**config.mk**
```make
export PLATFORM = sky130hd
export DESIGN_NAME = bus_fabric_flat
export DESIGN_NICKNAME = d
export VERILOG_FILES = /design/src/rtl/bus_pkg.sv /design/src/rtl/bus_if.sv /design/src/rtl/bus_region_decode.sv /design/src/rtl/bus_fabric.sv /design/src/flat_wrapper.sv
export SDC_FILE = /design/constraint.sdc
export NUM_CORES = 1
export LEC_CHECK = 0
export ABC_AREA = 1
export CORE_ASPECT_RATIO = 1.1
export CORE_MARGIN = 5
export CORE_UTILIZATION = 39
export CTS_CLUSTER_DIAMETER = 50
export DETAILED_ROUTE_END_ITERATION = 10
export PLACE_DENSITY_LB_ADDON = 0.12
export SYNTH_ARGS = -nofsm -noshare
export SYNTH_HDL_FRONTEND = slang
export SYNTH_SLANG_ARGS = --single-unit
```
**constraint.sdc**
```tcl
create_clock -name clk -period 10.85 [get_ports clk]
set_input_delay 3.255 -clock clk [delete_from_list [all_inputs] [get_ports clk]]
set_output_delay 3.255 -clock clk [all_outputs]
set_load 0.005 [all_outputs]
```
**src/rtl/bus_pkg.sv**
```systemverilog
// rtl/bus_pkg.sv - shared slot-field widths, FSM encoding and timeout default for bus_fabric
package bus_pkg;

  localparam int WS_W       = 4;
  localparam int TMO_W      = 8;
  localparam int BOOT_CNT_W = 8;

  localparam logic [TMO_W-1:0] TIMEOUT_DEFAULT = 8'd255;

  typedef enum logic [1:0] {
    ST_IDLE  = 2'd0,
    ST_FIXED = 2'd1,
    ST_SLAVE = 2'd2,
    ST_DONE  = 2'd3
  } bus_state_t;

endpackage

```
**src/rtl/bus_if.sv**
```systemverilog
// rtl/bus_if.sv - CPU strobes, slave channels and fabric status bundled as one port
interface bus_if #(
  parameter int N_SLV = 6,
  parameter int AW    = 16,
  parameter int DW    = 8
);

  logic [AW-1:0]       a;
  logic                mreq;
  logic                iorq;
  logic                rd;
  logic                wr;
  logic [N_SLV*DW-1:0] slv_do;
  logic [N_SLV-1:0]    slv_wait;
  logic [N_SLV-1:0]    sel;
  logic [DW-1:0]       di;
  logic                cpu_wait;
  logic                bus_err;
  logic [AW-1:0]       err_addr;

  modport master (
    output a, mreq, iorq, rd, wr, slv_do, slv_wait,
    input  sel, di, cpu_wait, bus_err, err_addr
  );

  modport slave (
    input  a, mreq, iorq, rd, wr, slv_do, slv_wait,
    output sel, di, cpu_wait, bus_err, err_addr
  );

endinterface

```
**src/rtl/bus_region_decode.sv**
```systemverilog
// rtl/bus_region_decode.sv - priority address/space decode with bootstrap read overlay
module bus_region_decode #(
  parameter int                  N_SLV     = 6,
  parameter int                  AW        = 16,
  parameter logic [N_SLV*AW-1:0] BASE      = '0,
  parameter logic [N_SLV*AW-1:0] MASK      = '0,
  parameter logic [N_SLV-1:0]    IO_SPACE  = '0,
  parameter int                  BOOT_SLOT = 0
) (
  input  logic [AW-1:0]    a,
  input  logic             mreq,
  input  logic             iorq,
  input  logic             rd,
  input  logic             boot_active,
  output logic [N_SLV-1:0] sel
);

  logic found;

  always_comb begin
    sel   = '0;
    found = 1'b0;
    if (boot_active && mreq && rd) begin
      sel[BOOT_SLOT] = 1'b1;
    end else begin
      // ascending scan with a found flag gives lowest-index priority
      for (int i = 0; i < N_SLV; i++) begin
        if (!found && ((a & MASK[i*AW +: AW]) == BASE[i*AW +: AW]) &&
            (IO_SPACE[i] ? iorq : mreq)) begin
          sel[i] = 1'b1;
          found  = 1'b1;
        end
      end
    end
  end

endmodule

```
**src/rtl/bus_fabric.sv**
```systemverilog
// rtl/bus_fabric.sv - CPU-to-slave fabric: decode, fixed/slave wait sequencing, timeout, boot overlay
module bus_fabric
  import bus_pkg::*;
#(
  parameter int                    N_SLV     = 6,
  parameter int                    AW        = 16,
  parameter int                    DW        = 8,
  parameter logic [N_SLV*AW-1:0]   BASE      = '0,
  parameter logic [N_SLV*AW-1:0]   MASK      = '0,
  parameter logic [N_SLV-1:0]      IO_SPACE  = '0,
  parameter logic [N_SLV*WS_W-1:0] WS        = '0,
  parameter int                    BOOT_SLOT = 0,
  parameter int                    BOOT_LEN  = 3,
  parameter logic [TMO_W-1:0]      TIMEOUT   = TIMEOUT_DEFAULT
) (
  input logic  clk,
  input logic  rst,
  bus_if.slave bus
);

  localparam logic [BOOT_CNT_W-1:0] BOOT_LAST = BOOT_CNT_W'(BOOT_LEN - 1);

  bus_state_t            state, state_n;
  logic [WS_W-1:0]       cnt, cnt_n, ws_sel;
  logic [TMO_W-1:0]      tcnt, tcnt_n;
  logic [BOOT_CNT_W-1:0] boot_cnt;
  logic                  boot_active;
  logic                  err_flag;
  logic [AW-1:0]         err_addr;
  logic [N_SLV-1:0]      sel;
  logic [DW-1:0]         slot_do;
  logic                  hit, sw, strobe;
  logic                  raw_wait, active, complete, timeout;

  bus_region_decode #(
    .N_SLV    (N_SLV),
    .AW       (AW),
    .BASE     (BASE),
    .MASK     (MASK),
    .IO_SPACE (IO_SPACE),
    .BOOT_SLOT(BOOT_SLOT)
  ) u_decode (
    .a          (bus.a),
    .mreq       (bus.mreq),
    .iorq       (bus.iorq),
    .rd         (bus.rd),
    .boot_active(boot_active),
    .sel        (sel)
  );

  always_comb begin
    ws_sel  = '0;
    sw      = 1'b0;
    slot_do = '0;
    for (int i = 0; i < N_SLV; i++) begin
      if (sel[i]) begin
        ws_sel  = WS[i*WS_W +: WS_W];
        sw      = bus.slv_wait[i];
        slot_do = bus.slv_do[i*DW +: DW];
      end
    end
  end

  assign hit    = |sel;
  assign strobe = bus.rd | bus.wr;

  // The start cycle is the first wait cycle, and the last fixed count
  // doubles as the first slave-wait sample, so WAIT spans max(WS, slave wait).
  always_comb begin
    state_n  = state;
    cnt_n    = cnt;
    raw_wait = 1'b0;
    active   = 1'b0;
    complete = 1'b0;
    case (state)
      ST_IDLE: begin
        if (strobe && hit) begin
          active = 1'b1;
          if (ws_sel != '0) begin
            raw_wait = 1'b1;
            cnt_n    = ws_sel;
            state_n  = ST_FIXED;
          end else begin
            raw_wait = sw;
            state_n  = ST_SLAVE;
          end
        end
      end
      ST_FIXED: begin
        if (!strobe) begin
          cnt_n   = '0;
          state_n = ST_IDLE;
        end else begin
          active = 1'b1;
          if (cnt > WS_W'(1)) begin
            raw_wait = 1'b1;
            cnt_n    = cnt - 1'b1;
          end else begin
            raw_wait = sw;
            cnt_n    = '0;
            complete = !sw;
            state_n  = sw ? ST_SLAVE : ST_DONE;
          end
        end
      end
      ST_SLAVE: begin
        if (!strobe) begin
          state_n = ST_IDLE;
        end else begin
          active   = 1'b1;
          raw_wait = sw;
          complete = !sw;
          if (!sw) state_n = ST_DONE;
        end
      end
      default: begin
        if (!strobe) state_n = ST_IDLE;
      end
    endcase

    timeout = active && raw_wait && (tcnt == TIMEOUT) && !rst;
    if (timeout) begin
      complete = 1'b0;
      cnt_n    = '0;
      state_n  = ST_DONE;
    end
    tcnt_n = (active && raw_wait && !timeout) ? tcnt + 1'b1 : '0;
  end

  always_ff @(posedge clk or posedge rst) begin
    if (rst) begin
      state       <= ST_IDLE;
      cnt         <= '0;
      tcnt        <= '0;
      boot_cnt    <= '0;
      boot_active <= 1'b1;
      err_flag    <= 1'b0;
      err_addr    <= '0;
    end else begin
      state <= state_n;
      cnt   <= cnt_n;
      tcnt  <= tcnt_n;
      if (timeout) begin
        err_flag <= 1'b1;
        err_addr <= bus.a;
      end else if (state_n == ST_IDLE) begin
        err_flag <= 1'b0;
      end
      if (complete && boot_active && bus.mreq && bus.rd) begin
        boot_cnt <= boot_cnt + 1'b1;
        if (boot_cnt == BOOT_LAST) boot_active <= 1'b0;
      end
    end
  end

  assign bus.sel      = sel;
  assign bus.di       = (!hit || err_flag || timeout) ? '1 : slot_do;
  assign bus.cpu_wait = raw_wait && !timeout && !rst;
  assign bus.bus_err  = timeout;
  assign bus.err_addr = err_addr;

endmodule

```
**src/flat_wrapper.sv**
```systemverilog
// flat-port wrapper written by rule: the top's interface ports become plain ports
module bus_fabric_flat import bus_pkg::*;
#(
  parameter int                    N_SLV     = 6,
  parameter int                    AW        = 16,
  parameter int                    DW        = 8,
  parameter logic [N_SLV*AW-1:0]   BASE      = '0,
  parameter logic [N_SLV*AW-1:0]   MASK      = '0,
  parameter logic [N_SLV-1:0]      IO_SPACE  = '0,
  parameter logic [N_SLV*WS_W-1:0] WS        = '0,
  parameter int                    BOOT_SLOT = 0,
  parameter int                    BOOT_LEN  = 3,
  parameter logic [TMO_W-1:0]      TIMEOUT   = TIMEOUT_DEFAULT
)
  (clk, rst, bus_a, bus_mreq, bus_iorq, bus_rd, bus_wr, bus_slv_do, bus_slv_wait, bus_sel, bus_di, bus_cpu_wait, bus_bus_err, bus_err_addr);
  bus_if #(.N_SLV(N_SLV), .AW(AW), .DW(DW)) bus_i ();
  input logic clk;
  input logic rst;
  input wire logic [$bits(bus_i.a)-1:0] bus_a;
  input wire logic [$bits(bus_i.mreq)-1:0] bus_mreq;
  input wire logic [$bits(bus_i.iorq)-1:0] bus_iorq;
  input wire logic [$bits(bus_i.rd)-1:0] bus_rd;
  input wire logic [$bits(bus_i.wr)-1:0] bus_wr;
  input wire logic [$bits(bus_i.slv_do)-1:0] bus_slv_do;
  input wire logic [$bits(bus_i.slv_wait)-1:0] bus_slv_wait;
  output wire logic [$bits(bus_i.sel)-1:0] bus_sel;
  output wire logic [$bits(bus_i.di)-1:0] bus_di;
  output wire logic [$bits(bus_i.cpu_wait)-1:0] bus_cpu_wait;
  output wire logic [$bits(bus_i.bus_err)-1:0] bus_bus_err;
  output wire logic [$bits(bus_i.err_addr)-1:0] bus_err_addr;
  assign bus_i.a = bus_a;
  assign bus_i.mreq = bus_mreq;
  assign bus_i.iorq = bus_iorq;
  assign bus_i.rd = bus_rd;
  assign bus_i.wr = bus_wr;
  assign bus_i.slv_do = bus_slv_do;
  assign bus_i.slv_wait = bus_slv_wait;
  assign bus_sel = bus_i.sel;
  assign bus_di = bus_i.di;
  assign bus_cpu_wait = bus_i.cpu_wait;
  assign bus_bus_err = bus_i.bus_err;
  assign bus_err_addr = bus_i.err_addr;
  bus_fabric #(.N_SLV(N_SLV), .AW(AW), .DW(DW), .BASE(BASE), .MASK(MASK), .IO_SPACE(IO_SPACE), .WS(WS), .BOOT_SLOT(BOOT_SLOT), .BOOT_LEN(BOOT_LEN), .TIMEOUT(TIMEOUT)) u_core (.clk(clk), .rst(rst), .bus(bus_i));
endmodule
```
After elaboration in Yosys (flattened, before gate mapping)
Cells that the tools add are included.
{"block": "totals", "regBits": 40, "input_bits": 76, "elab_cells": 110}
{"block": "classes", "n_addsub": 3, "order_cmp": 1, "eq_ne": 4, "n_mux": 59, "n_bitwise": 1, "n_reduce_logical": 35}
{"operator": "8-bit two-way mux", "n": 8}
{"operator": "1-bit two-way mux", "n": 35}
{"operator": "1-bit logical AND", "n": 17}
{"operator": "8-bit by 1-bit adder with 8-bit output (second input constant)", "n": 2}
{"operator": "4-bit two-way mux", "n": 4}
{"operator": "2-bit two-way mux", "n": 7}
{"operator": "1-bit zero test", "n": 9}
{"operator": "8-bit by 2-bit equality test with 1-bit output (second input constant)", "n": 1}
{"operator": "8-bit equality test (second input constant)", "n": 1}
{"operator": "2-bit case mux with 3 select lines", "n": 1}
{"operator": "6-bit OR reduction", "n": 1}
{"operator": "5-bit two-way mux", "n": 1}
{"operator": "4-bit by 1-bit greater-than comparator with 1-bit output (second input constant)", "n": 1}
{"operator": "2-bit zero test", "n": 2}
{"operator": "1-bit case mux with 2 select lines", "n": 2}
{"operator": "2-bit nonzero test", "n": 2}
{"operator": "4-bit by 1-bit subtractor with 4-bit output (second input constant)", "n": 1}
{"operator": "1-bit case mux with 3 select lines", "n": 1}
{"operator": "2-bit by 1-bit equality test with 1-bit output (second input constant)", "n": 1}
{"operator": "2-bit equality test (second input constant)", "n": 1}
{"operator": "1-bit logical OR", "n": 2}
{"operator": "2-bit AND reduction", "n": 1}
{"operator": "2-bit OR reduction", "n": 1}
{"operator": "1-bit bitwise OR", "n": 1}

Longest topological paths before layout
Gate-level depths: netlist of the first run.
{"block": "logic_depth", "depth_word": 39, "depth_mapped": 12}

Hierarchy
From an unflattened synthesis of the first run, not the netlist that was laid out.
{"block": "unflattened", "cells_unflattened": 345, "area_unflattened_um2": 2548.7}
{"module": "bus_fabric", "instances": 1, "cells_per_inst": 338, "area_each_um2": 2503.7, "seq_area_each_um2": 1002.2}
{"module": "bus_region_decode", "instances": 1, "cells_per_inst": 7, "area_each_um2": 45.0, "seq_area_each_um2": 0.0}

Worst setup path before layout of the first run
No wires, ideal clock.
{"block": "synth_timing", "path_type": "input to output", "startpoint": "input port rst", "endpoint": "output port bus_di[0]", "arrival_ps": 4668, "required_ps": 7595, "slack_ps": 2927, "path_stages": 6, "path_buffers": 1, "path_cell_list": "inv_1 -> nand2_1 -> nor2_4 -> nand3_4 -> buf_2 -> nand4_1"}
{"block": "synth_between", "elab_chain_len": 4}
{"element": "start, declared", "line_no": "flat_wrapper.sv:18", "text": "input logic rst;"}
{"element": "1-bit zero test", "line_no": "bus_fabric.sv:121", "text": "timeout = active && raw_wait && (tcnt == TIMEOUT) && !rst;"}
{"element": "1-bit logical AND", "line_no": "bus_fabric.sv:121"}
{"element": "1-bit logical OR", "line_no": "bus_fabric.sv:157", "text": "assign bus.di = (!hit || err_flag || timeout) ? '1 : slot_do;"}
{"element": "8-bit two-way mux", "line_no": "bus_fabric.sv:157"}
{"element": "end, declared", "line_no": "flat_wrapper.sv:27", "text": "output wire logic [$bits(bus_i.di)-1:0] bus_di;"}
No other way between the ends.

Final worst setup path of the first run
{"block": "layout_timing", "startpoint": "input port bus_mreq", "endpoint": "output port bus_bus_err"}
{"block": "layout_between", "elab_chain_len": 29, "elab_cells_between_ends": 47}
{"element": "start, declared", "line_no": "flat_wrapper.sv:20", "text": "input wire logic [$bits(bus_i.mreq)-1:0] bus_mreq;"}
{"element": "1-bit two-way mux", "line_no": "bus_region_decode.sv:28", "text": "if (!found && ((a & MASK[i*AW +: AW]) == BASE[i*AW +: AW]) &&"}
{"element": "1-bit two-way mux", "line_no": "bus_region_decode.sv:23", "text": "if (boot_active && mreq && rd) begin"}
{"element": "1-bit zero test", "line_no": "bus_region_decode.sv:28"}
{"element": "1-bit logical AND", "line_no": "bus_region_decode.sv:28"}
{"element": "1-bit two-way mux", "line_no": "bus_region_decode.sv:28"}
{"element": "1-bit two-way mux", "line_no": "bus_region_decode.sv:23"}
{"element": "1-bit zero test", "line_no": "bus_region_decode.sv:28"}
{"element": "1-bit logical AND", "line_no": "bus_region_decode.sv:28"}
{"element": "(+11 left out)"}
{"element": "1-bit logical AND", "line_no": "bus_region_decode.sv:28"}
{"element": "1-bit two-way mux", "line_no": "bus_region_decode.sv:28"}
{"element": "5-bit two-way mux", "line_no": "bus_region_decode.sv:23"}
{"element": "6-bit OR reduction / 1-bit two-way mux (equally long branches)", "line_no": "bus_fabric.sv:64, bus_fabric.sv:56"}
{"element": "1-bit logical AND / 1-bit two-way mux (equally long branches)", "line_no": "bus_fabric.sv:77, bus_fabric.sv:95"}
{"element": "1-bit two-way mux, on equally long branches", "line_no": "bus_fabric.sv:77, bus_fabric.sv:90"}
{"element": "1-bit case mux with 3 select lines / 1-bit case mux with 2 select lines (equally long branches)", "line_no": "bus_fabric.sv:75", "text": "case (state)"}
{"element": "1-bit logical AND * (3 in a row)", "line_no": "bus_fabric.sv:121"}
{"element": "end, declared", "line_no": "flat_wrapper.sv:29", "text": "output wire logic [$bits(bus_i.bus_err)-1:0] bus_bus_err;"}
Mark *: on every way between the ends. The rest lies on a longest branch, timed or not. The select of a mux whose other input is x is not followed.

==> results of run 1 <==
## where the power goes
group | leakage, nW | internal, W | switching, W
registers | 0.423 | 0.000130 | 0.0000112
clock network | 0.0422 | 0.0000449 | 0.0000405
logic | 0.752 | 0.0000540 | 0.0000731
total | 1.22 | 0.000228 | 0.000125
## flip-flops by register name, indices dropped and copies added (netlist names)
register	count
u_core.state	2
u_core.err_flag	1
u_core.cnt	4
u_core.bus.err_addr	16
u_core.tcnt	8
## Yosys cell counts
library cell and instances:
o21ai_2 1, ha_1 7, nor2_4 2, xor2_1 3, nand2_2 11, nand3_1 11
nor2_1 18, inv_2 1, o21bai_1 1, nand4_1 10, a21oi_1 1, o21ai_0 3
clkbuf_1 2, inv_1 30, nor3_1 5, dfrtp_1 31, buf_2 2, nand3_2 2
buf_12 1, nand2_1 64, nand3b_1 2, xnor2_1 1, inv_4 1, buf_4 7
conb_1 1, nand3_4 1
## kinds of logic after synthesis
family          after synthesis
simple gates                126
compound gates                6
other cells                   1
flops                        31
fa+ha+maj                     7
buf+inv                      44
xor+xnor                      4
## worst min-delay path, stage by stage (launching register included)
cell and delay, ns:
dfrtp_1 0.34, nand2_1 0.05, nand2_1 0.05
## routing by layer
layer	GRT usage [%]	vias to the layer above	part of all wire (%)
li1	-	773	-
met1	16.9	651	43
met2	22.2	38	47
met3	5.26	7	8.1
met4	5.80	0	1.6
met5	0	-	0
## placed cells by master, fill, tap and decap left out, types with 2 or more instances in the layout
| cell | count |
|---|---|
| inv_1 | 30 |
| clkbuf_8 | 5 |
| clkbuf_1 | 2 |
| nand3b_1 | 2 |
| nand3_1 | 11 |
| nor2_1 | 18 |
| nor3_1 | 5 |
| clkdlybuf4s50_1 | 56 |
| nand2_1 | 64 |
| nand2_2 | 11 |
| nand3_2 | 2 |
| xor2_1 | 3 |
| conb_1 | 5 |
| ha_1 | 7 |
| dfrtp_1 | 31 |
| nor2_4 | 2 |
| o21ai_0 | 3 |
| nand4_1 | 10 |
## cell type report
type | count | area (um2)
inverters | 32 | 123
fillers | 413 | 1930
clock inverters | 1 | 5.00
repair buffers | 57 | 568
clock buffers | 7 | 76.3
flip-flops and latches | 31 | 776
well taps | 54 | 67.6
multi-input cells | 148 | 772
## final timing paths
check / slack [ns] / depth (start not counted) / from / to
min in group asynchronous: 3.38 / 3 / rst / u_core.tcnt[3]$_DFF_PP0_
setup / recovery: 1.83 / 8 / bus_mreq / bus_bus_err
hold / removal: 0.47 / 2 / u_core.err_flag$_DFFE_PP0P_ / u_core.err_flag$_DFFE_PP0P_
setup reg to reg: 8.83 / 11 / u_core.cnt[0]$_DFFE_PP0P_ / u_core.bus.err_addr[9]$_DFFE_PP0P_
hold reg to reg: 0.47 / 2 / u_core.err_flag$_DFFE_PP0P_ / u_core.err_flag$_DFFE_PP0P_
max in group asynchronous: 7.17 / 3 / rst / u_core.tcnt[6]$_DFF_PP0_
## through the flow
| step | hold slack [ns] | total power [W] |
|---|---|---|
| after floorplan | 0.433 | 0.000234 |
| after global placement | 0.454 | 0.000269 |
| after detailed placement | 0.461 | 0.000273 |
| after CTS | 0.476 | 0.000361 |
| after global routing | 0.506 | 0.000385 |
| final | 0.473 | 0.000353 |
==> flow_metrics.env, run 1 <==
export IMPL_status="finished, final reports clean"
export IMPL_ioPinCount=108
export IMPL_tns_ns=0
export IMPL_drt_iter0_markers=50
export IMPL_powerDensity_nw_per_um2=148
export IMPL_clkLatencyLatePin_ns=0.28
export IMPL_totalWireLength_um=3700
export IMPL_end_kind="output pin"
export IMPL_place_area_um2=2310
export IMPL_grt_pass1_wl_um=6510
export IMPL_drv_cap=0
export IMPL_yosys_area_share_xor_xnor_pct=2.01
export IMPL_cts_hold_buf=0
export IMPL_grt_max_degree=34
export IMPL_clk_pin_slew_worst_paths_ns=0.06
export IMPL_min_path_type="reg2reg"
export IMPL_syn_inst=219
export IMPL_fin_util_pct=55.3
export IMPL_path_cells="clkdlybuf4s50_1 -> nand2_1 -> nand2_1 -> nand2_2 -> o21ai_2 -> nand3_4 -> inv_4 -> clkdlybuf4s50_1"
export IMPL_dr_pass1_iters=4
export IMPL_io_buffers=56
export IMPL_syn_area_um2=1750
export IMPL_slowest_stage="clkdlybuf4s50_1"
export IMPL_critical_path_max_fanout=32
export IMPL_period_share_pct=83.2
export IMPL_area_growth_pct=36.8
export IMPL_slew_viol_final=0
export IMPL_final_net_count=358
export IMPL_grt_pass1_vias=1509
export IMPL_cp_top_family="buffers and inverters"
export IMPL_ys_types=26
export IMPL_hpwl_um=2710
export IMPL_dieWidth_um=73.8
export IMPL_layout_cells_non_filler=330
export IMPL_layout_drive_gt1_share_pct=9.42
export IMPL_max_freq_mhz=111
export IMPL_critPathKind="in2out"
export IMPL_die_h_um=80.2
export IMPL_avgSynthCellArea_um2=7.97
export IMPL_clk_path_buf_depth=2
export IMPL_required_ns=7.60
export IMPL_dieArea_um2=5910
export IMPL_worstPathArrival_ns=5.77
export IMPL_peakVddDrop_mv=0.0790
export IMPL_setup_slack_ns=1.83
export IMPL_p_leak_nw=1.22
export IMPL_cts_setup_buffers=0
export IMPL_skew_ns=0.00207
export IMPL_synth_top_family_by_area="simple AND/OR/NAND/NOR gates"
export IMPL_antenna_found_initial=0
export IMPL_preCtsSetupSlack_ns=1.81
export IMPL_muxShareOfSynthArea_pct=0
export IMPL_cts_root_buf="clkbuf_8"
export IMPL_cp_num_buf_inv=3
export IMPL_finalHoldViolations=0
export IMPL_post_drt_wl_per_cell_um=11.2
export IMPL_period_needed_ns=9.03
export IMPL_synthSimpleGateAreaFrac_pct=34.1
export IMPL_cp_start_kind="input port"
export IMPL_via_per_inst=4.45
export IMPL_synth_compound_area_share_pct=2.08
export IMPL_setup_violations=0
export IMPL_antenna_cells=0
export IMPL_place_inst=322
export IMPL_synth_largest_area_cell="dfrtp_1"
export IMPL_cpPeakStageDelay_ns=0.74
export IMPL_cts_htree_levels=2
export IMPL_ys_seq_area_share_pct=44.4
export IMPL_yosys_area_top_type_share_pct=44.4
export IMPL_initial_core_util_pct=40.4
export IMPL_vias=1469
export IMPL_antenna_left=0
export IMPL_cts_resized=0
export IMPL_grt_overflow=0
export IMPL_fp_coreArea_um2=4320
export IMPL_num_rows=25
export IMPL_clock_sinks=31
export IMPL_numCtsBuffers=5
export IMPL_cts_tree="yes"
export IMPL_place_congestion=0.843
export IMPL_rsz0062_at_grt="no"
export IMPL_grt_usage_pct=14.0
export IMPL_ys_ff_latch=31
export IMPL_fin_area_um2=2390
export IMPL_route_detailed_drc=0
export IMPL_yosys_area_share_adder_pct=5.02
export IMPL_yosys_warnings=0
export IMPL_synthTopCellsByArea="dfrtp_1, nand2_1, inv_1"
(Power assumes the default switching activity.)
==> run 2, diff against run 1 <==
CORE_UTILIZATION = 33   (was 39)
clock period = 7.46 ns   (was 10.85 ns; I/O delays follow)
==> run 2 against run 1 <==
Flip-flop and latch count unchanged. Register-to-register slack got worse by 3.2 ns. First-iteration DRC count increased by 34%. Sequential share of layout area decreased by 0.47 points. Sequential power increased by 45%.
==> flow_metrics.env, run 2 (synthesis gave the netlist of run 1 again) <==
export IMPL_switching_share_pct=36.4
export IMPL_mostFrequentLayoutCells="nand2_1, clkdlybuf4s50_1, dfrtp_1"
export IMPL_place_congestion=0.865
export IMPL_timing_rr_end="u_core.cnt[0]$_DFFE_PP0P_"
export IMPL_numCtsBuffers=5
export IMPL_grt_max_degree=33
export IMPL_pwr_share_clk_pct=25.1
export IMPL_grt_pass1_wl_um=6560
export IMPL_cpPeakStageDelay_ns=0.53
export IMPL_critical_path_max_fanout=12
export IMPL_antenna_found_initial=0
export IMPL_initial_core_util_pct=34.4
export IMPL_period_needed_ns=6.51
export IMPL_powerDensity_nw_per_um2=215
export IMPL_path_cells="clkdlybuf4s50_1 -> nand2_1 -> nand2_1 -> nand2_2 -> o21ai_2 -> nand3_4 -> buf_4 -> nand4_1 -> clkdlybuf4s50_1"
export IMPL_rsz0062_at_grt="no"
export IMPL_required_ns=5.22
export IMPL_cts_tree="yes"
export IMPL_route_detailed_drc=0
export IMPL_end_kind="output pin"
export IMPL_grt_overflow=0
export IMPL_slowest_stage="clkdlybuf4s50_1"
export IMPL_reg2reg_setup_slack_ns=5.61
export IMPL_num_rows=27
export IMPL_skew_ns=0.00856
export IMPL_cts_setup_buffers=0
export IMPL_clk_path_buf_depth=2
export IMPL_reg_top3="u_core.bus.err_addr: 16 flops, u_core.tcnt: 8 flops, u_core.cnt: 4 flops"
export IMPL_fin_area_um2=2420
export IMPL_cp_depth=9
export IMPL_final_common_cell="nand2_1"
export IMPL_grt_usage_pct=12.0
export IMPL_die_h_um=86.3
export IMPL_worstPathArrival_ns=4.28
export IMPL_p_leak_nw=1.23
export IMPL_layout_drive_gt1_share_pct=11.1
export IMPL_antenna_cells=0
export IMPL_rr_startpoint="u_core.cnt[0]$_DFFE_PP0P_"
export IMPL_peakVddDrop_mv=0.0957
export IMPL_antenna_left=0
export IMPL_cp_top_family="buffers and inverters"
export IMPL_min_path_type="reg2reg"
export IMPL_clock_sinks=31
export IMPL_dieArea_um2=6850
export IMPL_cp_num_buf_inv=3
export IMPL_cts_root_buf="clkbuf_8"
export IMPL_power_frac_comb_pct=35.5
export IMPL_worst_r2r_cell_count=11
export IMPL_post_drt_wl_per_cell_um=11.8
export IMPL_fp_coreArea_um2=5070
export IMPL_top_register="u_core.bus.err_addr"
export IMPL_area_growth_pct=38.8
export IMPL_setup_violations=0
export IMPL_clk_pin_slew_worst_paths_ns=0.08
export IMPL_io_buffers=56
export IMPL_drt_iter0_markers=67
export IMPL_grt_pass1_vias=1466
export IMPL_dr_pass1_iters=4
export IMPL_totalWireLength_um=3960
export IMPL_dieWidth_um=79.3
export IMPL_seqPwrFrac_pct=39.4
export IMPL_vias=1489
export IMPL_place_inst=329
export IMPL_hpwl_um=2950
export IMPL_clkLatencyLatePin_ns=0.28
export IMPL_max_freq_mhz=154
export IMPL_cts_resized=0
export IMPL_holdCritStartpoint="u_core.tcnt[0]$_DFF_PP0_"
export IMPL_drv_cap=0
export IMPL_final_net_count=361
export IMPL_layout_cells_non_filler=337
export IMPL_largest_register_ffs=16
export IMPL_cp_start_kind="input port"
export IMPL_fin_util_pct=47.8
export IMPL_setup_worst_path_start="bus_mreq"
export IMPL_holdWs_ns=0.469
export IMPL_slew_viol_final=0
export IMPL_critPathKind="in2out"
export IMPL_place_area_um2=2330
export IMPL_status="finished, final reports clean"
export IMPL_period_share_pct=87.3
export IMPL_ioPinCount=108
export IMPL_intPower_w=0.000331
export IMPL_via_per_inst=4.42
export IMPL_endpoint="bus_di[4]"
export IMPL_tns_ns=0
export IMPL_cts_hold_buf=0
export IMPL_cts_htree_levels=2
export IMPL_power_switching_w=0.000189
export IMPL_finalHoldViolations=0
run 2: changes by cell type in the layout (fill, tap and decap cells not counted), sizes merged:
cell and delta:
buf +3, clkbuf -2, clkinvlp +2
run 2: how the worst min path moves through the flow:
stage                                           to  slack [ns]  cells past startpoint
after global placement    u_core.tcnt[0]$_DFF_PP0_        0.45                      1
after CTS                 u_core.tcnt[0]$_DFF_PP0_        0.47                      1
final                     u_core.tcnt[0]$_DFF_PP0_        0.47                      1
after detailed placement  u_core.tcnt[0]$_DFF_PP0_        0.46                      1
after global routing      u_core.tcnt[0]$_DFF_PP0_        0.49                      1
after floorplan           u_core.tcnt[0]$_DFF_PP0_        0.43                      1
run 2: power groups by stage:
stage | clock network [W] | registers [W] | logic [W]
after floorplan | 0 | 0.000204 | 0.000136
final | 0.000131 | 0.000205 | 0.000185
after global routing | 0.000145 | 0.000208 | 0.000217
after global placement | 0 | 0.000207 | 0.000186
after detailed placement | 0 | 0.000208 | 0.000188
after CTS | 0.000138 | 0.000205 | 0.000189
run 2: layer usage:
metal | wire length (um) | track usage [%] | part of all wire (%) | up-vias
li1 | - | - | - | 777
met1 | 1790 | 14.4 | 45 | 670
met2 | 1920 | 20.1 | 48 | 40
met3 | 231 | 3.64 | 5.8 | 2
met4 | 22 | 4.69 | 0.56 | 0
met5 | 0 | 0 | 0 | -
run 2: final cells by class:
cell class	instances	area (um2)
timing repair buffer	60	591
clock buffer	5	68.8
clock inverter	3	20.0
fill	523	2650
inverter	32	123
tap	58	72.6
sequential	31	776
multi-input combinational	148	772
run 2: metrics by stage:
step	power (W)	worst slack [ns]
final	0.000521	0.947
after global placement	0.000393	0.929
after floorplan	0.000340	1.57
after CTS	0.000532	0.915
after detailed placement	0.000396	0.920
after global routing	0.000569	0.797
==> run 3, diff against run 2 <==
CORE_UTILIZATION = 39   (was 33)
SYNTH_HIERARCHICAL = 1   (was default)
==> run 3 against run 2 <==
Global-route usage up 5.8 points. Synthesized area grew 21%. Clock skew down 0.00071 ns. Register-to-register slack worse by 0.27 ns. Clock power increased by 28%. Synthesized cell count grew 37%. Critical path depth up 1. First-iteration DRC count increased by 10%. Total power increased by 22%. Critical endpoint is now bus_di[7].
==> flow_metrics.env, run 3 <==
export IMPL_cts_htree_levels=2
export IMPL_period_needed_ns=6.88
export IMPL_ioPinCount=108
export IMPL_grt_max_degree=25
export IMPL_required_ns=5.22
export IMPL_rsz0062_at_grt="no"
export IMPL_cpPeakStageDelay_ns=0.54
export IMPL_holdCritStartpoint="u_core/tcnt[0]$_DFF_PP0_"
export IMPL_drt_iter0_markers=74
export IMPL_seqPwrFrac_pct=33.5
export IMPL_vias=2160
export IMPL_slowest_stage="clkdlybuf4s50_1"
export IMPL_setup_worst_path_start="bus_mreq"
export IMPL_numCtsBuffers=5
export IMPL_grt_overflow=0
export IMPL_post_drt_wl_per_cell_um=12.5
export IMPL_clock_sinks=31
export IMPL_p_leak_nw=1.53
export IMPL_reg_top3="u_core/bus.err_addr: 16 flops, u_core/tcnt: 8 flops, u_core/cnt: 4 flops"
export IMPL_ff_latch_area_um2=776
export IMPL_max_freq_mhz=145
export IMPL_largest_register_ffs=16
export IMPL_dieWidth_um=80.3
export IMPL_reg2reg_setup_slack_ns=5.34
export IMPL_finalHoldViolations=0
export IMPL_power_frac_comb_pct=40.1
export IMPL_top_register="u_core/bus.err_addr"
export IMPL_worstPathArrival_ns=4.64
export IMPL_route_detailed_drc=0
export IMPL_grt_pass1_vias=2124
export IMPL_cts_resized=0
export IMPL_cts_hold_buf=0
export IMPL_syn_area_um2=2120
export IMPL_die_h_um=87.3
export IMPL_fillers=497
export IMPL_hpwl_um=4840
export IMPL_switching_share_pct=33.2
export IMPL_clk_path_buf_depth=2
export IMPL_path_cells="clkdlybuf4s50_1 -> nor2_1 -> nand3_4 -> nand3_1 -> a21oi_2 -> nand3_4 -> nand2_1 -> inv_2 -> nand4_1 -> clkdlybuf4s50_1"
export IMPL_setup_violations=0
export IMPL_avgSynthCellArea_um2=7.07
export IMPL_num_rows=28
export IMPL_initial_core_util_pct=39.8
export IMPL_dieArea_um2=7010
export IMPL_relSlewSlack_pct=65.7
export IMPL_power_switching_w=0.000211
export IMPL_min_path_cells=1
export IMPL_holdWs_ns=0.466
export IMPL_grt_pass1_wl_um=9810
export IMPL_min_path_type="reg2reg"
export IMPL_final_net_count=483
export IMPL_totalWireLength_um=5960
export IMPL_multiInputGateArea_um2=1140
export IMPL_via_per_inst=4.54
export IMPL_critPathKind="in2out"
export IMPL_status="finished, final reports clean"
export IMPL_critical_path_max_fanout=24
export IMPL_slew_viol_final=0
export IMPL_mostFrequentLayoutCells="nand2_1, clkdlybuf4s50_1, nor2_1"
export IMPL_fp_coreArea_um2=5330
export IMPL_tns_ns=0
export IMPL_drv_cap=0
export IMPL_area_growth_pct=54.4
export IMPL_cts_setup_buffers=0
export IMPL_period_share_pct=92.2
export IMPL_cts_tree="yes"
export IMPL_place_area_um2=3150
export IMPL_grt_usage_pct=17.8
export IMPL_powerDensity_nw_per_um2=194
export IMPL_final_common_cell="nand2_1"
export IMPL_antenna_found_initial=0
export IMPL_worst_r2r_cell_count=10
export IMPL_rr_startpoint="u_core/state[0]$_DFF_PP0_"
export IMPL_cts_root_buf="clkbuf_8"
export IMPL_preCtsSetupSlack_ns=0.554
export IMPL_intPower_w=0.000424
export IMPL_fin_area_um2=3270
export IMPL_yosys_warnings=6
export IMPL_worst_pin_slew_ns=0.512
export IMPL_cp_start_kind="input port"
export IMPL_pwr_share_clk_pct=26.4
export IMPL_end_kind="output pin"
export IMPL_setup_slack_ns=0.581
export IMPL_clk_pin_slew_worst_paths_ns=0.06
export IMPL_antenna_left=0
export IMPL_skew_ns=0.00785
export IMPL_clkLatencyLatePin_ns=0.28
export IMPL_min_to="u_core/tcnt[0]$_DFF_PP0_"
export IMPL_syn_inst=300
export IMPL_place_congestion=0.791
export IMPL_io_buffers=101
export IMPL_dr_pass1_iters=4
export IMPL_timing_rr_end="u_core/bus.err_addr[7]$_DFFE_PP0P_"
export IMPL_peakVddDrop_mv=0.127
export IMPL_layout_drive_gt1_share_pct=6.98
export IMPL_antenna_cells=0
## run 3: worst max path at each step
| stage | endpoint | slack, ns | cells past startpoint |
|---|---|---|---|
| 3_5_place_dp | bus_di[7] | 0.55 | 10 |
| 4_1_cts | bus_di[7] | 0.56 | 10 |
| 5_1_grt | bus_di[0] | 0.36 | 10 |
| 2_1_floorplan | bus_cpu_wait | 1.80 | 9 |
| 3_3_place_gp | bus_di[7] | 0.57 | 10 |
| 6_report | bus_di[7] | 0.58 | 10 |
## run 3: layout make-up
type	count	area share, %
sequential	31	23.7
clock inverter	2	1.07
timing repair buffer	102	31.1
multi-input combinational	226	34.7
inverter	34	3.98
clock buffer	6	2.52
tap	75	2.87
## run 3: power by group through the flow
stage                     Sequential [W]  Clock, W  Combinational [W]
after floorplan                 0.000211         0           0.000168
after global placement          0.000216         0           0.000250
after detailed placement        0.000217         0           0.000253
after CTS                       0.000214  0.000172           0.000255
after global routing            0.000217  0.000179           0.000293
final                           0.000213  0.000168           0.000255
## run 3: metrics by stage
stage | utilization [%] | instances | power, W
after floorplan | - | 304 | 0.000380
after global placement | 59.2 | 468 | 0.000465
after detailed placement | 59.2 | 468 | 0.000470
after CTS | 61.4 | 476 | 0.000641
after global routing | 61.4 | 476 | 0.000688
final | 61.4 | 476 | 0.000635
## run 3: metal layers
layer  global-route usage, %  wire length [um]  vias up
met1                    19.9              2350      952
li1                        -                 -     1148
met2                    32.4              3150       53
met5                       0                 0        -
met3                    5.38               384        7
met4                    5.07                68        0
## run 3: worst max-delay path: cells and delay by family
family,cells,cell delay [ns]
compound gates,1,0.28
buf+inv,3,1.17
simple gates,6,0.96
